**src/rtl/div_arbiter.sv**
```systemverilog
// div_arbiter: shares one sequential divider between the speed and average-speed requesters,
// with divide-by-zero short-circuit and a watchdog on the divider's ready pulse.
module div_arbiter #(
    parameter int WIDTH       = 16,
    parameter int TIMEOUT_CYC = 64
) (
    input  logic             clock,
    input  logic             reset,
    input  logic             spd_req,
    input  logic [WIDTH-1:0] spd_dividend,
    input  logic [WIDTH-1:0] spd_divisor,
    output logic             spd_ack,
    output logic             spd_done,
    input  logic             avg_req,
    input  logic [WIDTH-1:0] avg_dividend,
    input  logic [WIDTH-1:0] avg_divisor,
    output logic             avg_ack,
    output logic             avg_done,
    output logic [WIDTH-1:0] res_out,
    output logic             dz_flag,
    output logic             timeout_err,
    output logic             arb_busy,
    output logic             div_start,
    output logic             div_select,
    output logic [WIDTH-1:0] div_dividend,
    output logic [WIDTH-1:0] div_divisor,
    input  logic             div_busy,
    input  logic             div_ready,
    input  logic [WIDTH-1:0] div_res
);
    localparam int CW = $clog2(TIMEOUT_CYC + 1);

    typedef enum logic [1:0] {IDLE, LAUNCH, WAIT, DONE} state_t;

    state_t           state;
    logic             last_grant;
    logic [CW-1:0]    cnt;
    logic             owner;
    logic [WIDTH-1:0] sel_dividend;
    logic [WIDTH-1:0] sel_divisor;
    logic             unused_busy;

    // On a tie the requester that did not win last time gets the divider
    assign owner        = (spd_req && avg_req) ? ~last_grant : avg_req;
    assign sel_dividend = owner ? avg_dividend : spd_dividend;
    assign sel_divisor  = owner ? avg_divisor : spd_divisor;
    assign unused_busy  = div_busy;

    always_ff @(posedge clock) begin
        if (reset) begin
            state        <= IDLE;
            last_grant   <= 1'b1;
            cnt          <= '0;
            spd_ack      <= 1'b0;
            spd_done     <= 1'b0;
            avg_ack      <= 1'b0;
            avg_done     <= 1'b0;
            res_out      <= '0;
            dz_flag      <= 1'b0;
            timeout_err  <= 1'b0;
            arb_busy     <= 1'b0;
            div_start    <= 1'b0;
            div_select   <= 1'b0;
            div_dividend <= '0;
            div_divisor  <= '0;
        end else begin
            spd_ack   <= 1'b0;
            avg_ack   <= 1'b0;
            spd_done  <= 1'b0;
            avg_done  <= 1'b0;
            dz_flag   <= 1'b0;
            div_start <= 1'b0;
            case (state)
                IDLE: if (spd_req || avg_req) begin
                    div_select   <= owner;
                    last_grant   <= owner;
                    div_dividend <= sel_dividend;
                    div_divisor  <= sel_divisor;
                    spd_ack      <= ~owner;
                    avg_ack      <= owner;
                    arb_busy     <= 1'b1;
                    if (sel_divisor == '0) begin
                        state    <= DONE;
                        spd_done <= ~owner;
                        avg_done <= owner;
                        dz_flag  <= 1'b1;
                        res_out  <= '1;
                    end else begin
                        state     <= LAUNCH;
                        div_start <= 1'b1;
                    end
                end
                LAUNCH: begin
                    cnt   <= '0;
                    state <= WAIT;
                end
                WAIT: if (div_ready) begin
                    res_out  <= div_res;
                    spd_done <= ~div_select;
                    avg_done <= div_select;
                    state    <= DONE;
                end else if (cnt == CW'(TIMEOUT_CYC - 1)) begin
                    res_out     <= '1;
                    timeout_err <= 1'b1;
                    spd_done    <= ~div_select;
                    avg_done    <= div_select;
                    state       <= DONE;
                end else begin
                    cnt <= cnt + CW'(1);
                end
                DONE: begin
                    arb_busy <= 1'b0;
                    state    <= IDLE;
                end
                default: state <= IDLE;
            endcase
        end
    end
endmodule

```
**config.mk**
```make
export PLATFORM = sky130hd
export DESIGN_NAME = div_arbiter
export DESIGN_NICKNAME = d
export VERILOG_FILES = /design/src/rtl/div_arbiter.sv
export SDC_FILE = /design/constraint.sdc
export NUM_CORES = 1
export LEC_CHECK = 0
export CAP_MARGIN = 20
export CORE_MARGIN = 10
export CORE_UTILIZATION = 44
export CTS_BUF_LIST = sky130_fd_sc_hd__clkbuf_8
export CTS_CLUSTER_DIAMETER = 120
export DETAILED_ROUTE_END_ITERATION = 16
export PLACE_DENSITY = 0.83
export SETUP_SLACK_MARGIN = 0.02
export SKIP_CTS_REPAIR_TIMING = 1
export SLEW_MARGIN = 20
export SYNTH_ARGS = -nofsm -noshare
export SYNTH_HDL_FRONTEND = slang
export SYNTH_SLANG_ARGS = --single-unit
```
**constraint.sdc**
```tcl
create_clock -name clock -period 2.4 [get_ports clock]
set_input_delay 0.48 -clock clock [delete_from_list [all_inputs] [get_ports clock]]
set_output_delay 0.48 -clock clock [all_outputs]
set_load 0.03 [all_outputs]
```
* Word-level counts from Yosys, hierarchy flattened *
Index checks and enable logic that the tools add are counted.
W data, S select, Z words.

cells by class
  add/subtract/negate cells = 1
  equal/unequal tests = 9
  multiplexer cells = 30
  bitwise logic cells = 6
  reductions and logical operators = 14

operator list
  kind                   count
  $mux W16               6
  $pmux W16 S2           1
  $logic_not A16 Y1      1
  $mux W7                2
  $pmux W7 S2            1
  $mux W1                12
  $mux W2                4
  $ne A2 B2 Y1 const B   4
  $pmux W2 S4            1
  $add A7 B1 Y7 const B  1
  $eq A7 B6 Y1 const B   1
  $not A1 Y1             6
  $pmux W1 S2            3
  $reduce_and A2 Y1      3
  $reduce_and A3 Y1      2
  $reduce_bool A2 Y1     3
  $eq A2 B2 Y1 const B   2
  $reduce_and A4 Y1      1
  $ne A3 B3 Y1 const B   1
  $reduce_or A3 Y1       1
  $eq A2 B1 Y1 const B   1
  $logic_not A2 Y1       1
  $logic_and A1 B1 Y1    1
  $logic_or A1 B1 Y1     1

word-level totals
  register bits after elaboration = 67
  input bits = 86
  output and inout port bits = 57
  word-level logic and storage cells = 75

* Logic depth before layout (Yosys ltp) *
Gate-level depths: netlist (run 1).

  depth after elaboration = 7
  mapped depth = 9
  mapped depth without buffers = 7

* Least setup slack after synthesis (run 1) *
No wires, ideal clock.

  kind = flip-flop to flip-flop
  start point = reg state[0]
  end point = reg res_out[10]
  library setup time = 0.083 ns
  arrival = 1.756 ns
  path slack = 0.562 ns
  stages on the path, launching flop included = 10
  clock period less this slack = 1.838 ns
  path through = dfxtp_1 > inv_1 > ha_1 > buf_2 > inv_1 > clkbuf_1 > o2111a_1 > buf_2 > o21ai_0 > o221ai_1

on the way
  longest elaborated chain between the ends = 3

ends and longest elaborated chain
  what                                              RTL line  RTL
  start, declared                                   35        state_t state;
  start signal, assigned                            51        state <= IDLE;
  start signal, assigned                            83        state <= DONE;
  start signal, assigned                            89        state <= LAUNCH;
  $eq A2 B2 Y1 or $logic_not A2 Y1 (tied branches)  73        case (state)
  $ne A3 B3 Y1 (no line) (tied with other cells)    n/a
  $reduce_and A4 Y1 (no line)                       n/a
  end signal, assigned                              98        res_out <= div_res;
  end, declared                                     19        output logic [WIDTH-1:0] res_out,

Parallel ways exist; a longest one is shown, timed or not.
A chain may end at the register's enable or synchronous reset.

* Worst setup path in the final report (run 1) *
  start point = in spd_divisor[0]
  end point = reg res_out[4]

on the way
  longest elaborated chain between the ends = 4

ends and longest elaborated chain
  what                         RTL line  RTL
  start, declared              11        input logic [WIDTH-1:0] spd_divisor,
  $mux W16                     46        assign sel_divisor = owner ? avg_divisor : spd_divisor;
  $logic_not A16 Y1            82        if (sel_divisor == '0) begin
  $ne A2 B2 Y1 (no line)       n/a
  $reduce_and A4 Y1 (no line)  n/a

Every way passes these cells.

==> results of run 1 <==
## power groups by stage
stage	logic, mW	clock network, mW	registers [mW]
floorplan	1.04	0	2.04
global placement	2.49	0	1.55
detailed placement	2.54	0	1.57
CTS	2.55	1.01	1.54
global route	2.73	1.05	1.58
finish	2.54	1.00	1.54
## state kept, by name, summed over array words and instances (netlist names), 2 cells and up
name	cells
cnt	7
div_dividend	16
div_divisor	16
res_out	16
state	2
## per-layer routing
layer / share of wire, % / wire, um / vias to the layer above / track usage (%)
li1: - / - / 1639 / -
met1: 45 / 4950 / 1624 / 23.6
met2: 46 / 5000 / 139 / 29.4
met3: 7.8 / 852 / 8 / 6.16
met4: 0.89 / 97 / 0 / 5.71
met5: 0 / 0 / - / 0
## cells in the final DEF (no fill, tap or decap), types with 5 or more instances in the layout
master and instances:
nand2_1 25, nor4_1 8, nand2b_1 15, buf_4 11, clkdlybuf4s50_1 141, inv_1 8, nor3_1 6, o21ai_0 6
a22oi_1 8, mux2i_1 25, o221ai_1 16, ha_1 5, a32oi_1 15, a2bb2oi_1 8, dfxtp_1 67, nor2_1 44
a21oi_1 22, clkbuf_8 9, a211oi_1 25
## path summary, 6_finish.rpt
kind	startpoint	end	depth (start not counted)
max reg2reg	state[0]$_SDFFE_PP0P_	state[1]$_SDFFE_PP0P_	7
min reg2reg	timeout_err$_SDFFE_PP0P_	timeout_err$_SDFFE_PP0P_	2
min	timeout_err$_SDFFE_PP0P_	timeout_err$_SDFFE_PP0P_	2
max	spd_divisor[0]	res_out[4]$_SDFFE_PP0P_	7
## kinds of logic (layout without fill, tap and decap cells)
logic type | Yosys count | after routing
and+or+nand+nor | 114 | 114
xor gates and xnor gates | 3 | 3
AOI/OAI and AO/OA | 114 | 114
DFF | 67 | 67
muxes | 25 | 25
adders and majority gates | 5 | 5
buffers and inverters | 37 | 178
## synth_stat cells (all sizes together), types with 2 or more instances
cell | n | area, um2
a211oi | 25 | 188
o221ai | 17 | 155
nor3b | 2 | 15.0
nor3 | 6 | 30.0
a22oi | 8 | 60.1
and3 | 3 | 18.8
nand2b | 16 | 108
a2bb2oi | 8 | 70.1
mux2i | 25 | 250
a21boi | 2 | 15.0
nand3 | 4 | 30.0
nor4 | 8 | 50.1
buf | 11 | 70.1
clkbuf | 19 | 71.3
nor2b | 2 | 12.5
nor2 | 45 | 169
ha | 5 | 62.6
a21oi | 22 | 110
a32oi | 15 | 131
o31a | 2 | 17.5
inv | 7 | 26.3
nand2 | 25 | 93.8
o21ai | 6 | 30.0
xor2 | 3 | 26.3
dfxtp | 67 | 1340
## final cells by class
cell class,count,area [um2]
tap,99,124
timing repair buffer,155,1550
multi-input combinational,261,1790
sequential,67,1340
inverter,7,26.3
clock buffer,9,124
fill,571,2210
clock inverter,7,85.1
## per-stage QoR
| stage | hold WS (ns) | utilization, % | total power, mW | area, um2 |
|---|---|---|---|---|
| detailed placement | 0.469 | 66.6 | 4.10 | 4830 |
| CTS | 0.486 | 69.5 | 5.11 | 5040 |
| floorplan | 0.467 | - | 3.08 | 3280 |
| finish | 0.477 | 69.5 | 5.08 | 5040 |
| global placement | 0.457 | 66.6 | 4.04 | 4830 |
| global route | 0.511 | 69.5 | 5.36 | 5040 |
## worst max-delay path: cells and delay by family
family | cells | cell delay (ns)
AND/OR/NAND/NOR | 2 | 0.58
buffers and inverters | 2 | 0.57
AO/OA/AOI/OAI | 3 | 0.64
==> results_dict.tcl, run 1 <==
set metrics [dict create \
    totalWireLength_um 10900 \
    drive_gt1_share_pct 7.71 \
    clkSlewWorstSetupHoldPaths_ns 0.07 \
    period_share_pct 86.2 \
    worstPathMaxFanout 15 \
    start_kind "input pin" \
    routabilityCongestion 0.841 \
    min_path_type "reg -> reg" \
    pin_count 143 \
    p_int_mw 3.04 \
    leakagePower_nw 1.87 \
    syn_avg_cell_area_um2 8.97 \
    crit_type "in -> reg" \
    initial_core_util_pct 45.2 \
    cp_cell_sequence "clkdlybuf4s50_1 -> nor4_1 -> nand3b_1 -> o221ai_2 -> o21a_2 -> buf_12 -> o221ai_1" \
    syn2layout_area_growth_pct 53.9 \
    dp_hpwl_um 8220 \
    syn_nets 456 \
    root_buffer "clkbuf_8" \
    drt.antenna.violating_nets 0 \
    grt_use_total_pct 18.6 \
    finalSetupTns_ns 0 \
    cp.arrival_ns 2.28 \
    drtPass1Iterations 5 \
    critPathSlowestCell "clkdlybuf4s50_1" \
    cap_violations 0 \
    die_h_um 106 \
    grt_max_degree 51 \
    synth_compound_area_share_pct 26.9 \
    worstPathRequired_ns 2.61 \
    ys.flop_type "dfxtp_1" \
    synth_simple_gate_area_share_pct 16.7 \
    pre_cts_ws_ns 0.00640 \
    synth_xor_area_share_pct 0.802 \
    tightest_slew_ns 0.606 \
    maxSlewViolCount 0 \
    fmax_mhz 483 \
    io_buffers 141 \
    synth_fa_ha_area_share_pct 1.91 \
    max_stage_delay_ns 0.43 \
    sequentialPowerShare_pct 30.4 \
    remaining_drc_errors 0 \
    antenna_cells 0 \
    ys_seq_area_share_pct 40.9 \
    clock-sinks 67 \
    synth_top_family_by_area "compound AO/OA/AOI/OAI gates" \
    p_sw_mw 2.05 \
    coreArea_um2 7250 \
    finalWorstSetupSlack_ns 0.332 \
    cts-buffers-inserted 9 \
    status "completed" \
    yosys_warnings 0 \
    cp-end-kind "flip-flop" \
    final_nets 592 \
    dieArea_um2 11300 \
    grt_antenna_before_repair 0 \
    min_period_ns 2.07 \
    instances_no_fill 605 \
    muxShareOfSynthArea_pct 7.64 \
    overflow 0 \
    ctsHtreeMaxLevel 3 \
    synth-seq-cells 67 \
    grt_pass1_vias 3405 \
    powerDensity_nw_per_um2 1010 \
    setup_viol 0 \
    cts_tree "done" \
    synth_edf_count 0 \
    first_iter_violations 143 \
    clock-skew-final_ns 0.00906 \
    core.rowCount 31 \
    relSlewSlack_pct 59.5 \
    vdd.ir_drop.worst_v 0.000472 \
    synth_area_um2 3280 \
    synth_cells 365 \
    grt_pass1_wl_um 17500 \
    power_frac_comb_pct 49.9 \
    p_clk_share_pct 19.7 \
    die_width_um 106 \
    ff2ff_setup_slack_ns 0.35 \
    wire_per_inst_um 18.0 \
    num_vias 3410 \
    rsz0062_at_grt "no" \
    synth_cell_type_count 43 \
    dp_cells 589 \
    hold_viol 0 \
    switching_share_pct 40.3 \
    clk_latency_ns 0.34 \
    viasPerCell 5.64 \
    async_flop_share_pct 0 \
    cts_buffer_depth 2 \
]
Note: power is estimated with default switching activity, not from simulation.
==> run 2: changes to the inputs <==
--- a/config.mk
+++ b/config.mk
@@ -11,6 +11,7 @@
 export CTS_BUF_LIST = sky130_fd_sc_hd__clkbuf_8
 export CTS_CLUSTER_DIAMETER = 120
 export DETAILED_ROUTE_END_ITERATION = 16
+export MAX_ROUTING_LAYER = met4
 export PLACE_DENSITY = 0.83
 export SETUP_SLACK_MARGIN = 0.02
 export SKIP_CTS_REPAIR_TIMING = 1
==> run 2 against run 1 <==
Maximum frequency increased by 0.26%. Worst hold slack about the same. Die area unchanged. Routed wire length increased by 0.17%. Sequential share of layout area unchanged. Setup slack improved by 0.0053 ns. Sequential power about the same. Clock skew about the same. Combinational power about the same. Non-clock buffer count unchanged. Total power about the same.
==> results_dict.tcl, run 2 (synthesis gave the netlist of run 1 again) <==
set metrics [dict create \
    min_path_type "reg -> reg" \
    p_sw_mw 2.05 \
    cp-end-kind "flip-flop" \
    syn2layout_area_growth_pct 53.9 \
    powerDensity_nw_per_um2 1010 \
    worstPathMaxFanout 15 \
    die_width_um 106 \
    grt_antenna_before_repair 0 \
    cts_buffer_depth 2 \
    rsz0062_at_grt "no" \
    timing.rr.start "state[0]$_SDFFE_PP0P_" \
    max_stage_delay_ns 0.43 \
    grt_use_total_pct 19.1 \
    p_clk_share_pct 19.7 \
    cts-buffers-inserted 9 \
    setup_viol 0 \
    drt.antenna.violating_nets 0 \
    r2r_end "state[1]$_SDFFE_PP0P_" \
    final_nets 592 \
    status "completed" \
    min_period_ns 2.06 \
    cp.arrival_ns 2.27 \
    reg_top3 "div_dividend (16), div_divisor (16), res_out (16)" \
    ff2ff_setup_slack_ns 0.35 \
    design_area_um2 5040 \
    dp_hpwl_um 8220 \
    root_buffer "clkbuf_8" \
    path_buf_inv 2 \
    hold_path_end "timeout_err$_SDFFE_PP0P_" \
    period_share_pct 86.0 \
    critPathSlowestCell "clkdlybuf4s50_1" \
    routabilityCongestion 0.854 \
    remaining_drc_errors 0 \
    tightest_slew_ns 0.602 \
    final_cell_mix "141 x clkdlybuf4s50_1, 67 x dfxtp_1, 44 x nor2_1" \
    maxSlewViolCount 0 \
    holdPathStages 2 \
    place_area_um2 4830 \
    first_iter_violations 169 \
    cap_violations 0 \
    initial_core_util_pct 45.2 \
    drtPass1Iterations 4 \
    clock-sinks 67 \
    die_h_um 106 \
    cp_cell_sequence "clkdlybuf4s50_1 -> nor4_1 -> nand3b_1 -> o221ai_2 -> o21a_2 -> buf_12 -> o221ai_1" \
    antenna_cells 0 \
    grt_max_degree 51 \
    utilization_pct 69.5 \
    pin_count 143 \
    grt_pass1_vias 3387 \
    io_buffers 141 \
    switching_share_pct 40.3 \
    finalSetupTns_ns 0 \
    coreArea_um2 7250 \
    clock-skew-final_ns 0.00939 \
    num_vias 3398 \
    r2r_cells 7 \
    hold_viol 0 \
    ctsHtreeMaxLevel 3 \
    worstPathRequired_ns 2.61 \
    core.rowCount 31 \
    clkSlewWorstSetupHoldPaths_ns 0.07 \
    layout_commonest_cell "clkdlybuf4s50_1" \
    drive_gt1_share_pct 7.71 \
    cts_tree "done" \
    viasPerCell 5.62 \
    cp_top_family "compound AO/OA/AOI/OAI gates" \
    n_fill_cell 571 \
    power_frac_comb_pct 50.0 \
    dieArea_um2 11300 \
    relSlewSlack_pct 59.8 \
    hp-start "timeout_err$_SDFFE_PP0P_" \
    sequentialPowerShare_pct 30.4 \
    vdd.ir_drop.worst_v 0.000472 \
    fmax_mhz 485 \
    leakagePower_nw 1.87 \
    overflow 0 \
    start_kind "input pin" \
    wire_per_inst_um 18.1 \
    totalWireLength_um 10900 \
    crit_type "in -> reg" \
    crit_path_start "spd_divisor[0]" \
    clk_latency_ns 0.34 \
    grt_pass1_wl_um 17500 \
    p_int_mw 3.04 \
]
run 2: cell counts in the layout (fill, tap and decap cells not counted):
No cell type changed its count.
run 2: power by group through the flow:
stage | registers (mW) | logic [mW] | clock network, mW
6_report | 1.54 | 2.54 | 0.999
5_1_grt | 1.58 | 2.73 | 1.05
4_1_cts | 1.54 | 2.55 | 1.01
2_1_floorplan | 2.04 | 1.04 | 0
3_3_place_gp | 1.55 | 2.49 | 0
3_5_place_dp | 1.57 | 2.54 | 0
run 2: worst max path at each step:
stage	end	slack (ns)	cells after the start
floorplan	res_out[10]$_SDFFE_PP0P_	0.56	9
global placement	res_out[6]$_SDFFE_PP0P_	0.01	7
detailed placement	res_out[3]$_SDFFE_PP0P_	0.006	7
CTS	state[1]$_SDFFE_PP0P_	0.35	7
global route	state[1]$_SDFFE_PP0P_	0.18	7
finish	res_out[4]$_SDFFE_PP0P_	0.34	7
run 2: stage by stage:
| stage | power, mW | setup WS, ns | hold slack, ns | instances |
|---|---|---|---|---|
| 6_report | 5.08 | 0.337 | 0.476 | 605 |
| 5_1_grt | 5.36 | 0.178 | 0.511 | 605 |
| 4_1_cts | 5.11 | 0.354 | 0.486 | 605 |
| 3_5_place_dp | 4.10 | 0.00640 | 0.469 | 589 |
| 3_3_place_gp | 4.04 | 0.0146 | 0.457 | 589 |
| 2_1_floorplan | 3.08 | 0.562 | 0.467 | 365 |
run 2: layout make-up:
| class | instances | area (um2) | share of cell area, % |
|---|---|---|---|
| Clock inverter | 7 | 85.1 | 1.69 |
| Sequential cell | 67 | 1340 | 26.6 |
| Multi-Input combinational cell | 261 | 1790 | 35.4 |
| Timing Repair Buffer | 155 | 1550 | 30.8 |
| Clock buffer | 9 | 124 | 2.46 |
| Tap cell | 99 | 124 | 2.46 |
| Inverter | 7 | 26.3 | 0.521 |
run 2: routing by layer:
layer	global-route usage (%)	vias up	part of all wire (%)
met2	29.2	139	46
li1	-	1638	-
met1	24.1	1613	46
met3	5.50	8	7.3
met4	5.71	0	0.89
met5	-	-	0
run 2: tightest hold or removal path: cells and delay by family, from the launching register on:
kind,cells,cell delay (ns)
DFF,1,0.33
and+or+nand+nor,1,0.07
AOI/OAI and AO/OA,1,0.05
==> run 3: changes to the inputs <==
--- a/config.mk
+++ b/config.mk
@@ -5,7 +5,6 @@
 export SDC_FILE = /design/constraint.sdc
 export NUM_CORES = 1
 export LEC_CHECK = 0
-export CAP_MARGIN = 20
 export CORE_MARGIN = 10
 export CORE_UTILIZATION = 44
 export CTS_BUF_LIST = sky130_fd_sc_hd__clkbuf_8
@@ -14,7 +13,6 @@
 export MAX_ROUTING_LAYER = met4
 export PLACE_DENSITY = 0.83
 export SETUP_SLACK_MARGIN = 0.02
-export SKIP_CTS_REPAIR_TIMING = 1
 export SLEW_MARGIN = 20
 export SYNTH_ARGS = -nofsm -noshare
 export SYNTH_HDL_FRONTEND = slang
==> results of run 3 <==
The final DEF is identical to that of run 2; final timing and power are the same.
